--- config.mk ---
export PLATFORM = sky130hd
export DESIGN_NAME = tile_click_decoder_flat
export DESIGN_NICKNAME = d
export VERILOG_FILES = /design/src/rtl/tile_click_decoder_if.sv /design/src/rtl/tile_click_decoder.sv /design/src/flat_wrapper.sv
export SDC_FILE = /design/constraint.sdc
export NUM_CORES = 1
export LEC_CHECK = 0
export CAP_MARGIN = 20
export CORE_ASPECT_RATIO = 0.6
export CORE_UTILIZATION = 50
export CTS_CLUSTER_SIZE = 8
export DETAILED_ROUTE_END_ITERATION = 10
export GPL_ROUTABILITY_DRIVEN = 0
export PLACE_DENSITY = 0.85
export RECOVER_POWER = 25
export SETUP_SLACK_MARGIN = 0.1
export SLEW_MARGIN = 25
export SYNTH_ARGS = -nofsm -noshare
export SYNTH_HDL_FRONTEND = slang
export SYNTH_SLANG_ARGS = --single-unit
--- constraint.sdc ---
create_clock -name clk -period 4.25 [get_ports clk]
set_input_delay 0.85 -clock clk [delete_from_list [all_inputs] [get_ports clk]]
set_output_delay 0.85 -clock clk [all_outputs]
set_load 0.03 [all_outputs]
--- src/rtl/tile_click_decoder_if.sv ---
// Mouse/tile-click bundle between the pointer front end and the flip logic.
// master = stimulus/producer side (drives mouse + lock, reads click/hover),
// slave  = tile_click_decoder.
interface tile_click_decoder_if;
    logic        mouse_left;
    logic [11:0] xpos;
    logic [11:0] ypos;
    logic        lock;
    logic        click_valid;
    logic [2:0]  click_col;
    logic [2:0]  click_row;
    logic [5:0]  click_idx;
    logic        hover_valid;
    logic [5:0]  hover_idx;

    modport master (
        output mouse_left, xpos, ypos, lock,
        input  click_valid, click_col, click_row, click_idx, hover_valid, hover_idx
    );

    modport slave (
        input  mouse_left, xpos, ypos, lock,
        output click_valid, click_col, click_row, click_idx, hover_valid, hover_idx
    );
endinterface

--- src/rtl/tile_click_decoder.sv ---
// Tile click decoder: synchronises the left mouse button, hit-tests the
// pointer against a ROWS x COLS grid and emits a one-cycle click event when
// press and release land on the same tile.
// Optional build macro TILE_CLICK_DEBOUNCE_EN adds a DEBOUNCE_CYCLES filter
// on the synchronised button; without it the button is used as synchronised.
module tile_click_decoder #(
    parameter logic [11:0] X0              = 12'd128,
    parameter logic [11:0] Y0              = 12'd96,
    parameter logic [11:0] TILE_W          = 12'd96,
    parameter logic [11:0] TILE_H          = 12'd96,
    parameter logic [11:0] GAP             = 12'd16,
    parameter int          COLS            = 4,
    parameter int          ROWS            = 4,
    parameter int          DEBOUNCE_CYCLES = 65000
) (
    input  logic                clk,
    input  logic                rst,
    tile_click_decoder_if.slave bus
);

    if (COLS < 1 || COLS > 8 || ROWS < 1 || ROWS > 8 || DEBOUNCE_CYCLES < 1) begin : g_bad_cfg
        $error("tile_click_decoder: COLS/ROWS must be 1..8 and DEBOUNCE_CYCLES >= 1");
    end

    localparam int PITCH_X = int'(TILE_W) + int'(GAP);
    localparam int PITCH_Y = int'(TILE_H) + int'(GAP);

    typedef enum logic [1:0] {IDLE, ARMED, IGNORE} state_t;

    logic       sync1_q, btn_s_q, btn, btn_d_q;
    logic       press_q, rel_q;
    logic       hit_d, hit_q;
    logic [2:0] col_d, row_d, hit_col_q, hit_row_q;
    logic [5:0] idx_d, hit_idx_q, armed_idx_q;
    state_t     state_q;
    logic       click_valid_q;
    logic [2:0] click_col_q, click_row_q;
    logic [5:0] click_idx_q;

    // Two-flop synchroniser for the asynchronous button
    always_ff @(posedge clk) begin
        if (rst) begin
            sync1_q <= 1'b0;
            btn_s_q <= 1'b0;
        end else begin
            sync1_q <= bus.mouse_left;
            btn_s_q <= sync1_q;
        end
    end

`ifdef TILE_CLICK_DEBOUNCE_EN
    localparam int CW = $clog2(DEBOUNCE_CYCLES + 1);
    logic          btn_q;
    logic [CW-1:0] cnt_q;

    // Follow btn_s only after it has disagreed for DEBOUNCE_CYCLES straight cycles
    always_ff @(posedge clk) begin
        if (rst) begin
            btn_q <= 1'b0;
            cnt_q <= '0;
        end else if (btn_s_q == btn_q) begin
            cnt_q <= '0;
        end else if (cnt_q == CW'(DEBOUNCE_CYCLES - 1)) begin
            btn_q <= btn_s_q;
            cnt_q <= '0;
        end else begin
            cnt_q <= cnt_q + 1'b1;
        end
    end
    assign btn = btn_q;
`else
    assign btn = btn_s_q;
`endif

    // Edge detect, registered so FSM sees clean one-cycle press/release pulses
    always_ff @(posedge clk) begin
        if (rst) begin
            btn_d_q <= 1'b0;
            press_q <= 1'b0;
            rel_q   <= 1'b0;
        end else begin
            btn_d_q <= btn;
            press_q <= btn & ~btn_d_q;
            rel_q   <= ~btn & btn_d_q;
        end
    end

    // Per-axis window compare against each tile span (no divide)
    always_comb begin
        int  dx, dy;
        logic cx, cy;
        cx    = 1'b0;
        cy    = 1'b0;
        col_d = '0;
        row_d = '0;
        dx    = int'(bus.xpos) - int'(X0);
        dy    = int'(bus.ypos) - int'(Y0);
        for (int c = 0; c < COLS; c++) begin
            if (bus.xpos >= X0 && dx >= c * PITCH_X && dx <= c * PITCH_X + int'(TILE_W) - 1) begin
                cx    = 1'b1;
                col_d = 3'(c);
            end
        end
        for (int r = 0; r < ROWS; r++) begin
            if (bus.ypos >= Y0 && dy >= r * PITCH_Y && dy <= r * PITCH_Y + int'(TILE_H) - 1) begin
                cy    = 1'b1;
                row_d = 3'(r);
            end
        end
        hit_d = cx & cy;
        idx_d = hit_d ? 6'(int'(row_d) * COLS + int'(col_d)) : 6'd0;
    end

    // Register the hit result; doubles as the hover output
    always_ff @(posedge clk) begin
        if (rst) begin
            hit_q     <= 1'b0;
            hit_col_q <= '0;
            hit_row_q <= '0;
            hit_idx_q <= '0;
        end else begin
            hit_q     <= hit_d;
            hit_col_q <= col_d;
            hit_row_q <= row_d;
            hit_idx_q <= idx_d;
        end
    end

    // Click FSM: arm on a valid press, fire on release over the same tile
    always_ff @(posedge clk) begin
        if (rst) begin
            state_q       <= IDLE;
            armed_idx_q   <= '0;
            click_valid_q <= 1'b0;
            click_col_q   <= '0;
            click_row_q   <= '0;
            click_idx_q   <= '0;
        end else begin
            click_valid_q <= 1'b0;
            case (state_q)
                IDLE: begin
                    if (press_q) begin
                        if (hit_q && !bus.lock) begin
                            armed_idx_q <= hit_idx_q;
                            state_q     <= ARMED;
                        end else begin
                            state_q <= IGNORE;
                        end
                    end
                end
                ARMED: begin
                    // lock beats a simultaneous release; that release still ends the gesture
                    if (bus.lock) begin
                        state_q <= rel_q ? IDLE : IGNORE;
                    end else if (rel_q) begin
                        if (hit_q && hit_idx_q == armed_idx_q) begin
                            click_valid_q <= 1'b1;
                            click_col_q   <= hit_col_q;
                            click_row_q   <= hit_row_q;
                            click_idx_q   <= hit_idx_q;
                        end
                        state_q <= IDLE;
                    end
                end
                IGNORE: begin
                    if (rel_q) state_q <= IDLE;
                end
                default: state_q <= IDLE;
            endcase
        end
    end

    assign bus.click_valid = click_valid_q;
    assign bus.click_col   = click_col_q;
    assign bus.click_row   = click_row_q;
    assign bus.click_idx   = click_idx_q;
    assign bus.hover_valid = hit_q;
    assign bus.hover_idx   = hit_idx_q;

endmodule

--- src/flat_wrapper.sv ---
// flat-port wrapper written by rule: the top's interface ports become plain ports
module tile_click_decoder_flat 
#(
    parameter logic [11:0] X0              = 12'd128,
    parameter logic [11:0] Y0              = 12'd96,
    parameter logic [11:0] TILE_W          = 12'd96,
    parameter logic [11:0] TILE_H          = 12'd96,
    parameter logic [11:0] GAP             = 12'd16,
    parameter int          COLS            = 4,
    parameter int          ROWS            = 4,
    parameter int          DEBOUNCE_CYCLES = 65000
)
  (clk, rst, bus_mouse_left, bus_xpos, bus_ypos, bus_lock, bus_click_valid, bus_click_col, bus_click_row, bus_click_idx, bus_hover_valid, bus_hover_idx);
  tile_click_decoder_if bus_i ();
  input  logic clk;
  input  logic rst;
  input wire logic [$bits(bus_i.mouse_left)-1:0] bus_mouse_left;
  input wire logic [$bits(bus_i.xpos)-1:0] bus_xpos;
  input wire logic [$bits(bus_i.ypos)-1:0] bus_ypos;
  input wire logic [$bits(bus_i.lock)-1:0] bus_lock;
  output wire logic [$bits(bus_i.click_valid)-1:0] bus_click_valid;
  output wire logic [$bits(bus_i.click_col)-1:0] bus_click_col;
  output wire logic [$bits(bus_i.click_row)-1:0] bus_click_row;
  output wire logic [$bits(bus_i.click_idx)-1:0] bus_click_idx;
  output wire logic [$bits(bus_i.hover_valid)-1:0] bus_hover_valid;
  output wire logic [$bits(bus_i.hover_idx)-1:0] bus_hover_idx;
  assign bus_i.mouse_left = bus_mouse_left;
  assign bus_i.xpos = bus_xpos;
  assign bus_i.ypos = bus_ypos;
  assign bus_i.lock = bus_lock;
  assign bus_click_valid = bus_i.click_valid;
  assign bus_click_col = bus_i.click_col;
  assign bus_click_row = bus_i.click_row;
  assign bus_click_idx = bus_i.click_idx;
  assign bus_hover_valid = bus_i.hover_valid;
  assign bus_hover_idx = bus_i.hover_idx;
  tile_click_decoder #(.X0(X0), .Y0(Y0), .TILE_W(TILE_W), .TILE_H(TILE_H), .GAP(GAP), .COLS(COLS), .ROWS(ROWS), .DEBOUNCE_CYCLES(DEBOUNCE_CYCLES)) u_core (.clk(clk), .rst(rst), .bus(bus_i));
endmodule
==> results.yml, run 1 <==
run_status:
  status: "finished, final reports clean"
setup_path:
  cp_cell_sequence: "clkdlybuf4s50_1 -> ha_1 -> a311oi_1 -> or3_1 -> a311oi_2 -> o21ai_2 -> nor3_1"
  critPathSlowestCell: "sky130_fd_sc_hd__clkdlybuf4s50_1"
  slowest_delay_ps: 710
  critPathArrivalTime_ps: 3220
  worst_path_dominant_cell_family: "buffers and inverters"
  worst-setup-path-type: "input port to flop"
  timing.critical_path.to_type: "flop"
  cp_data_required_time_ps: 4430
  crit_path_max_fanout: 12
  timing.critical_path.buf_inv: 1
  startpoint_types: "input port"
floorplanning:
  initial_core_util_pct: 54.01
  die-width_um: 74.84
  core_region_area_sq_mm: 0.002947
  chipHeight_um: 45.70
  rows: 15
  design.die.area_sq_mm: 0.003420
  num_io_pins: 48
synth:
  synthArstFlopShare_pct: 0
  synth.cell_area_sq_mm: 0.001592
  synthCells: 177
  synth_compound_area_share_pct: 12.97
  synth-xor-area-share_pct: 3.774
  number_of_flops_mapped_to_enable_cells_by_yosys: 0
  post_synth_fa_ha_maj_area_fraction_pct: 2.358
  ys_types: 51
  post_synth_mux_area_share_pct: 10.69
  dominantRegCellSynth: "sky130_fd_sc_hd__dfxtp_1"
  synth_top_family_by_area: "simple AND/OR/NAND/NOR gates"
  synth_area_per_cell_sq_um: 8.992
  synth.yosys.warnings: 0
  synth_simple_gate_area_share_pct: 26.49
  yosysSeqAreaShare_pct: 36.48
  register_bit_total_from_synthesis: 29
global_routing:
  first_pass_grt_wire_length_mm: 5.285
  antenna_found_initial: 0
  grtUsageTotal_pct: 21.14
  global_route.usage.met1_pct: 25.92
  use_met2_pct: 35.86
  top_usage_layer: "met2"
  grt_max_degree: 23
  globalRoute.totalOverflow: 0
  global_route.usage.met3_pct: 7.080
  first_global_vias: 1236
power_and_ir_drop:
  worst_ir_drop_vdd_v: 0.0002044
  power_frac_clock_pct: 35.8
  powerDensity_mw_per_mm2: 283.9
  power_frac_seq_pct: 48.3
  switching_share_pct: 24.49
  intPower_w: 0.0004324
  share_comb_of_total_power_pct: 15.9
  switching_component_of_the_power_w: 0.0001402
  p_leak_nw: 0.7375
timing:
  tightest_slew_ps: 817.4
  fin_skew_ps: 3.604
  min_period_ps: 3040
  setup-violations-final: 0
  maxSlewViolCount: 0
  fmaxAchievable_ghz: 0.3290
  worst_slew_margin_rel_pct: 45.33
  hold_viol: 0
  final_min_period_over_clock_period_pct: 71.52
  grt_setup_unrepaired: "false"
  timing.setup.tns_ps: 0
  worst_slack_ps: 1210
  whs_ps: 405.9
layout:
  layout.nets: 243
  layout.cells.non_filler: 255
  drive_above_1_share_pct: 7.042
  syn_to_final_growth_pct: 26.73
  n_fill_cell: 254
  antenna_cells: 0
  mostFrequentLayoutCells: "35 x sky130_fd_sc_hd__clkdlybuf4s50_1, 29 x sky130_fd_sc_hd__dfxtp_1, 21 x sky130_fd_sc_hd__nor2_1"
  final_common_cell: "sky130_fd_sc_hd__clkdlybuf4s50_1"
worst_hold_path:
  min_path_type: "flop to flop"
clock_tree:
  root_buffer_master: "sky130_fd_sc_hd__clkbuf_8"
  cts_hold_repair.buffers: 0
  cts-buffers-inserted: 5
  insertion_delay_ps: 270
  cts_num_sinks: 29
  cts.repair_timing.setup_buffer_count: 0
  cts_max_level: 2
  clock_path_buffers: 2
  clk_pin_slew_ps: 60
  post_cts_resize_count: 0
  cts_tree: "done"
placed_design:
  port_buffers: 37
  hpwl_mm: 2.489
  pre_cts_slack_ps: 1016
  placedCellCount: 247
routing:
  dr_vias: 1359
  route.antenna.remaining_nets: 0
  route.detailed.drc: 0
  drtPass1Iterations: 4
  dr.first_iter.drc_count: 77
  detail_route.wirelength_mm: 3.317
  wire_per_inst_um: 13.01
  viasPerCell: 5.329
flow_run:
  maxCapViolations: 0
## layer usage
metal,part of all wire [%],vias up
met5,0,-
met4,0,0
met3,6.6,0
met2,45,49
met1,48,621
li1,-,689
## logic make-up after synthesis
family          count (synthesis)
simple gates                   74
compound gates                 29
flops                          29
buf+inv                        18
mux                            17
xor+xnor                        6
fa+ha+maj                       3
other cells                     1
## power groups by stage
stage,Clock [W],Sequential [W],Combinational (W)
after floorplan,0,0.000282,0.0000625
after global placement,0,0.000282,0.0000867
after CTS,0.000210,0.000276,0.0000912
after global routing,0.000223,0.000277,0.000100
final,0.000205,0.000277,0.0000913
after detailed placement,0,0.000282,0.0000906
## cell usage after synthesis, drive strengths merged, types with 2 or more instances
cell	count	area (sq um)
dfxtp	29	580.6
nor2	22	85.09
mux2i	17	170.2
buf	11	85.08
nor3	10	60.06
nor2b	8	52.55
a21oi	7	35.03
nand3	6	30.03
o21ai	6	33.78
xnor2	5	43.79
inv	4	15.01
or3	4	25.02
clkbuf	3	11.26
ha	3	37.54
nand2	3	11.26
nand2b	3	18.77
nand4	3	18.77
o211ai	3	22.52
a311oi	2	23.77
and2	2	12.51
and2b	2	16.27
nand3b	2	15.01
nand4b	2	17.52
nor3b	2	20.02
## cell type report
cell class | count | area, sq um | area share, %
Multi-Input combinational cell | 135 | 918.4 | 45.53
Tap cell | 42 | 52.55 | 2.605
Clock buffer | 8 | 80.08 | 3.970
Timing Repair Buffer | 37 | 370.4 | 18.36
Inverter | 4 | 15.01 | 0.7444
Sequential cell | 29 | 580.6 | 28.78
## worst reg2reg max path, delay by kind of cell, from the launching register on
kind             cells  cell delay, ps
multiplexers         1             260
AND/OR/NAND/NOR      4             950
flip-flops           1             350
## worst paths after layout
check                               from                       to  slack [ps]  cells past startpoint
setup / recovery             bus_ypos[5]  u_core.bus.hover_idx[1]        1210                      7
hold / removal            u_core.btn_d_q           u_core.press_q         410                      1
setup reg to reg  u_core.bus.hover_valid  u_core.bus.click_col[1]        2540                      5
hold reg to reg           u_core.btn_d_q           u_core.press_q         410                      1
## state kept, by name, summed over array words and instances, names as in the netlist, 2 cells and up
| name | cells |
|---|---|
| u_core.armed_idx_q | 4 |
| u_core.bus.click_idx | 4 |
| u_core.bus.hover_idx | 4 |
| u_core.bus.click_col | 2 |
| u_core.bus.click_row | 2 |
| u_core.hit_col_q | 2 |
| u_core.hit_row_q | 2 |
| u_core.state_q | 2 |
## per-stage QoR
step	power (W)	cell area [sq um]	util, %
after floorplan	0.0003446	1610	-
after detailed placement	0.0003728	1937	65.73
final	0.0005726	2017	68.45
after global placement	0.0003688	1937	65.73
after global routing	0.0006000	2017	68.45
after CTS	0.0005779	2017	68.45
(Power assumes the default switching activity.)
==> run 2: changes to the inputs <==
--- a/config.mk
+++ b/config.mk
@@ -7,11 +7,11 @@
 export LEC_CHECK = 0
 export CAP_MARGIN = 20
 export CORE_ASPECT_RATIO = 0.6
-export CORE_UTILIZATION = 50
+export CORE_UTILIZATION = 46
 export CTS_CLUSTER_SIZE = 8
 export DETAILED_ROUTE_END_ITERATION = 10
 export GPL_ROUTABILITY_DRIVEN = 0
-export PLACE_DENSITY = 0.85
+export PLACE_DENSITY = 0.8
 export RECOVER_POWER = 25
 export SETUP_SLACK_MARGIN = 0.1
 export SLEW_MARGIN = 25
==> constraint.sdc (replaced) <==
create_clock -name clk -period 3.06 [get_ports clk]
set_input_delay 0.612 -clock clk [delete_from_list [all_inputs] [get_ports clk]]
set_output_delay 0.612 -clock clk [all_outputs]
set_load 0.03 [all_outputs]
==> run 2 against run 1 <==
  * Die area is 8.4% higher
  * Register-to-register slack worse by 1200 ps
  * Core utilization is 6.4 points lower
  * Sequential power is 39% higher
  * Clock power is 49% higher
  * Largest cell class unchanged
  * Largest power group unchanged
==> results.yml, run 2 (synthesized netlist as in run 1, its figures left out) <==
layout:
  final_common_cell: "sky130_fd_sc_hd__clkdlybuf4s50_1"
  finish.utilization_pct: 62.08
  drive_above_1_share_pct: 7.944
  multi_input_area_sq_um: 918.4
  seqCellArea_sq_um: 580.6
  antenna_cells: 0
  syn_to_final_growth_pct: 28.07
  n_fill_cell: 297
  mostFrequentLayoutCells: "36 x sky130_fd_sc_hd__clkdlybuf4s50_1, 29 x sky130_fd_sc_hd__dfxtp_1, 21 x sky130_fd_sc_hd__nor2_1"
  layout.nets: 245
  layout.cells.non_filler: 259
timing:
  setup-violations-final: 0
  fmaxAchievable_ghz: 0.3855
  hold_viol: 0
  final_min_period_over_clock_period_pct: 84.76
  worst_slack_ps: 466.2
  worst_slew_margin_rel_pct: 36.54
  min_period_ps: 2594
  tightest_slew_ps: 951.9
  timing.setup.tns_ps: 0
  whs_ps: 412.3
  maxSlewViolCount: 0
  fin_skew_ps: 2.298
  grt_setup_unrepaired: "false"
setup_path:
  worst-setup-path-type: "input port to flop"
  critPathSlowestCell: "sky130_fd_sc_hd__clkdlybuf4s50_1"
  critPathArrivalTime_ps: 2790
  timing.critical_path.to_type: "flop"
  worst_setup_path_startpoint: "bus_ypos[6]"
  worst_path_dominant_cell_family: "compound AO/OA/AOI/OAI gates"
  cp_data_required_time_ps: 3260
  crit_path_max_fanout: 8
  timing.critical_path.buf_inv: 1
  reg2regPathDepth: 5
  slowest_delay_ps: 600
  startpoint_types: "input port"
  cp_cell_sequence: "clkdlybuf4s50_1 -> ha_1 -> a311oi_1 -> or3_1 -> a311oi_2 -> o21ai_2 -> nor3_2"
  path_depth: 7
  r2r-start: "u_core.bus.hover_valid"
global_routing:
  grtUsageTotal_pct: 17.69
  globalRoute.totalOverflow: 0
  first_pass_grt_wire_length_mm: 4.864
  antenna_found_initial: 0
  grt_max_degree: 23
  first_global_vias: 1097
routing:
  drtPass1Iterations: 6
  dr_vias: 1329
  viasPerCell: 5.131
  wire_per_inst_um: 12.25
  dr.first_iter.drc_count: 40
  detail_route.wirelength_mm: 3.174
  route.detailed.drc: 0
  route.antenna.remaining_nets: 0
clock_tree:
  cts_tree: "done"
  root_buffer_master: "sky130_fd_sc_hd__clkbuf_8"
  clk_pin_slew_ps: 60
  cts_max_level: 2
  cts_hold_repair.buffers: 0
  post_cts_resize_count: 0
  cts-buffers-inserted: 5
  clock_path_buffers: 2
  cts_num_sinks: 29
  cts.repair_timing.setup_buffer_count: 0
  insertion_delay_ps: 270
flow_run:
  maxCapViolations: 0
power_and_ir_drop:
  share_comb_of_total_power_pct: 15.6
  p_leak_nw: 0.7481
  power_frac_clock_pct: 37.4
  worst_ir_drop_vdd_v: 0.0002683
  switching_share_pct: 24.41
  powerDensity_mw_per_mm2: 401.6
  power_frac_seq_pct: 46.9
  switching_component_of_the_power_w: 0.0001998
  intPower_w: 0.0006187
floorplanning:
  die-width_um: 77.94
  design.die.area_sq_mm: 0.003707
  initial_core_util_pct: 48.48
  rows: 16
  core_region_area_sq_mm: 0.003283
  chipHeight_um: 47.56
  num_io_pins: 48
worst_hold_path:
  min_path_type: "flop to flop"
  whs_path_depth: 1
  timing.hold.worst.start: "u_core.btn_d_q"
placed_design:
  port_buffers: 37
  placedCellCount: 252
  hpwl_mm: 2.267
  pre_cts_slack_ps: 231.7
run_status:
  status: "finished, final reports clean"
-- run 2: cell types whose count changed in the layout (fill, tap and decap cells not counted) --
cell | before | now
sky130_fd_sc_hd__clkbuf_1 | 3 | 2
sky130_fd_sc_hd__clkdlybuf4s50_1 | 35 | 36
sky130_fd_sc_hd__buf_4 | 0 | 1
sky130_fd_sc_hd__clkbuf_8 | 5 | 6
sky130_fd_sc_hd__dlygate4sd3_1 | 2 | 1
-- run 2: worst paths after layout --
path                              to  slack [ps]
max          u_core.bus.hover_idx[0]         470
min                   u_core.press_q         410
max reg2reg  u_core.bus.click_idx[0]        1360
min reg2reg           u_core.press_q         410
-- run 2: layout make-up --
class / instances / share of cell area (%)
timing repair buffer: 39 / 18.72
clock buffer: 7 / 4.236
inverter: 4 / 0.7366
tap: 45 / 2.762
multi-input combinational: 135 / 45.06
sequential: 29 / 28.48
-- run 2: metrics by stage --
| step | total power (W) | area [sq um] |
|---|---|---|
| after CTS | 0.0008253 | 2042 |
| after detailed placement | 0.0005189 | 1956 |
| after global placement | 0.0005173 | 1956 |
| after floorplan | 0.0004786 | 1610 |
| after global routing | 0.0008583 | 2038 |
| final | 0.0008185 | 2038 |
-- run 2: power groups by stage --
stage	clock network (W)	registers (W)	logic, W
2_1_floorplan	0	0.000392	0.0000868
3_3_place_gp	0	0.000392	0.000125
3_5_place_dp	0	0.000392	0.000127
4_1_cts	0.000313	0.000384	0.000128
5_1_grt	0.000334	0.000384	0.000140
6_report	0.000306	0.000384	0.000128
-- run 2: per-layer routing --
| metal | wire length [um] | GRT usage, % | vias to the layer above |
|---|---|---|---|
| met5 | 0 | 0 | - |
| met4 | 0 | 4.444 | 0 |
| met3 | 200 | 7.429 | 0 |
| met2 | 1350 | 27.61 | 41 |
| met1 | 1624 | 23.17 | 594 |
| li1 | - | - | 694 |
-- run 2: worst register-to-register path: stages (launching register included) --
cell                       delay (ps)
sky130_fd_sc_hd__dfxtp_1          350
sky130_fd_sc_hd__nor2b_1          230
sky130_fd_sc_hd__nand4b_1         160
sky130_fd_sc_hd__nor2_2           490
sky130_fd_sc_hd__mux2i_1          260
sky130_fd_sc_hd__nor2_1            50
==> run 3: changes to the inputs <==
--- a/config.mk
+++ b/config.mk
@@ -7,11 +7,11 @@
 export LEC_CHECK = 0
 export CAP_MARGIN = 20
 export CORE_ASPECT_RATIO = 0.6
-export CORE_UTILIZATION = 46
+export CORE_UTILIZATION = 42
 export CTS_CLUSTER_SIZE = 8
 export DETAILED_ROUTE_END_ITERATION = 10
 export GPL_ROUTABILITY_DRIVEN = 0
-export PLACE_DENSITY = 0.8
+export PLACE_DENSITY = 0.77
 export RECOVER_POWER = 25
 export SETUP_SLACK_MARGIN = 0.1
 export SLEW_MARGIN = 25
==> constraint.sdc (replaced) <==
create_clock -name clk -period 2.31 [get_ports clk]
set_input_delay 0.462 -clock clk [delete_from_list [all_inputs] [get_ports clk]]
set_output_delay 0.462 -clock clk [all_outputs]
set_load 0.03 [all_outputs]
==> run 3 against run 2 <==
  * Clock skew rose by 6.0 ps
  * Non-clock buffer count rose by 13
  * Sequential cell count did not move
  * Critical endpoint is now u_core.bus.hover_idx[1]
  * Largest cell class unchanged
  * Highest routed layer is now met4
==> results.yml, run 3 (synthesized netlist as in run 1, its figures left out) <==
setup_path:
  critPathSlowestCell: "sky130_fd_sc_hd__clkdlybuf4s50_1"
  slowest_delay_ps: 480
  r2r_endpoint: "u_core.bus.click_row[1]"
  worst_setup_path_startpoint: "bus_ypos[5]"
  worst-setup-path-type: "input port to flop"
  critPathArrivalTime_ps: 2260
  reg2regPathDepth: 6
  crit_path_max_fanout: 3
  worst_path_dominant_cell_family: "compound AO/OA/AOI/OAI gates"
  startpoint_types: "input port"
  timing.critical_path.to_type: "flop"
  cp_cell_sequence: "clkdlybuf4s50_1 -> ha_1 -> a311oi_1 -> or3_1 -> a311oi_2 -> o21ai_2 -> nor3_1"
  cp_data_required_time_ps: 2520
  worst-r2r-setup-slack_ps: 760
  timing.critical_path.buf_inv: 1
  r2r-start: "u_core.bus.hover_valid"
floorplanning:
  initial_core_util_pct: 46.49
  rows: 16
  chipHeight_um: 49.68
  die-width_um: 81.47
  design.die.area_sq_mm: 0.004047
  core_region_area_sq_mm: 0.003423
  num_io_pins: 48
layout:
  syn_to_final_growth_pct: 35.14
  finish.utilization_pct: 62.83
  antenna_cells: 0
  drive_above_1_share_pct: 14.04
  layout.nets: 258
  mostFrequentLayoutCells: "36 x sky130_fd_sc_hd__clkdlybuf4s50_1, 29 x sky130_fd_sc_hd__dfxtp_1, 21 x sky130_fd_sc_hd__nor2_1"
  final_common_cell: "sky130_fd_sc_hd__clkdlybuf4s50_1"
routing:
  dr_vias: 1420
  route.detailed.drc: 0
  viasPerCell: 5.201
  detail_route.wirelength_mm: 3.272
  route.antenna.remaining_nets: 0
  wire_per_inst_um: 11.99
  dr.first_iter.drc_count: 45
  drtPass1Iterations: 4
timing:
  worst_slack_ps: 264.8
  tightest_slew_ps: 891.5
  min_period_ps: 2045
  setup-violations-final: 0
  final_min_period_over_clock_period_pct: 88.54
  timing.setup.tns_ps: 0
  fmaxAchievable_ghz: 0.4889
  hold_viol: 0
  fin_skew_ps: 8.250
  grt_setup_unrepaired: "false"
  worst_slew_margin_rel_pct: 40.56
  maxSlewViolCount: 0
  whs_ps: 407.9
power_and_ir_drop:
  p_leak_nw: 0.8235
  worst_ir_drop_vdd_v: 0.0003825
  powerDensity_mw_per_mm2: 534.1
clock_tree:
  post_cts_resize_count: 0
  clk_pin_slew_ps: 60
  cts_max_level: 2
  cts-buffers-inserted: 5
  clock_path_buffers: 2
  cts_tree: "done"
  cts.repair_timing.setup_buffer_count: 0
  root_buffer_master: "sky130_fd_sc_hd__clkbuf_8"
  cts_hold_repair.buffers: 0
  cts_num_sinks: 29
  insertion_delay_ps: 280
global_routing:
  grt_max_degree: 22
  antenna_found_initial: 0
  grtUsageTotal_pct: 18.14
  globalRoute.totalOverflow: 0
  first_global_vias: 1260
  first_pass_grt_wire_length_mm: 5.485
worst_hold_path:
  timing.hold.worst.start: "u_core.btn"
  whs_path_depth: 1
  holdPathEnd: "u_core.rel_q"
  min_path_type: "flop to flop"
placed_design:
  pre_cts_slack_ps: -19.42
  hpwl_mm: 2.551
  port_buffers: 37
flow_run:
  maxCapViolations: 0
run_status:
  status: "finished, final reports clean"
## run 3: through the flow
step           instance area, sq um   power, W  std cells
5_1_grt                        2151   0.001205        273
4_1_cts                        2155   0.001163        273
3_5_place_dp                   2053  0.0007058        265
2_1_floorplan                  1610  0.0006340        182
6_report                       2151   0.001149        273
3_3_place_gp                   2053  0.0007023        265
## run 3: worst max-delay path by stage
stage | depth (start not counted) | slack (ps) | endpoint
global route | 7 | 140 | u_core.bus.hover_idx[1]
detailed placement | 7 | -20 | u_core.bus.hover_idx[1]
finish | 7 | 260 | u_core.bus.hover_idx[1]
floorplan | 7 | 550 | u_core.bus.hover_idx[2]
global placement | 7 | 30 | u_core.bus.hover_idx[1]
CTS | 7 | 280 | u_core.bus.hover_idx[1]
## run 3: layout make-up
cell class                 count  area, sq um
inverter                       4        15.01
clock buffer                   7        96.34
clock inverter                 1        5.005
tap                           45        56.30
timing repair buffer          52        479.2
multi-input combinational    135        918.4
fill                         311         1272
sequential                    29        580.6
## run 3: power by group
group | switching (W) | internal, W
clock | 0.000186 | 0.000269
sequential | 0.00000284 | 0.000505
combinational | 0.0000933 | 0.0000923
total | 0.000282 | 0.000866
## run 3: routing by layer
metal	global-route usage (%)	vias to the layer above	part of all wire [%]
met5	0	-	0
met2	26.11	48	39
met4	6.250	0	0.95
met1	24.06	651	51
li1	-	716	-
met3	7.593	5	8.8
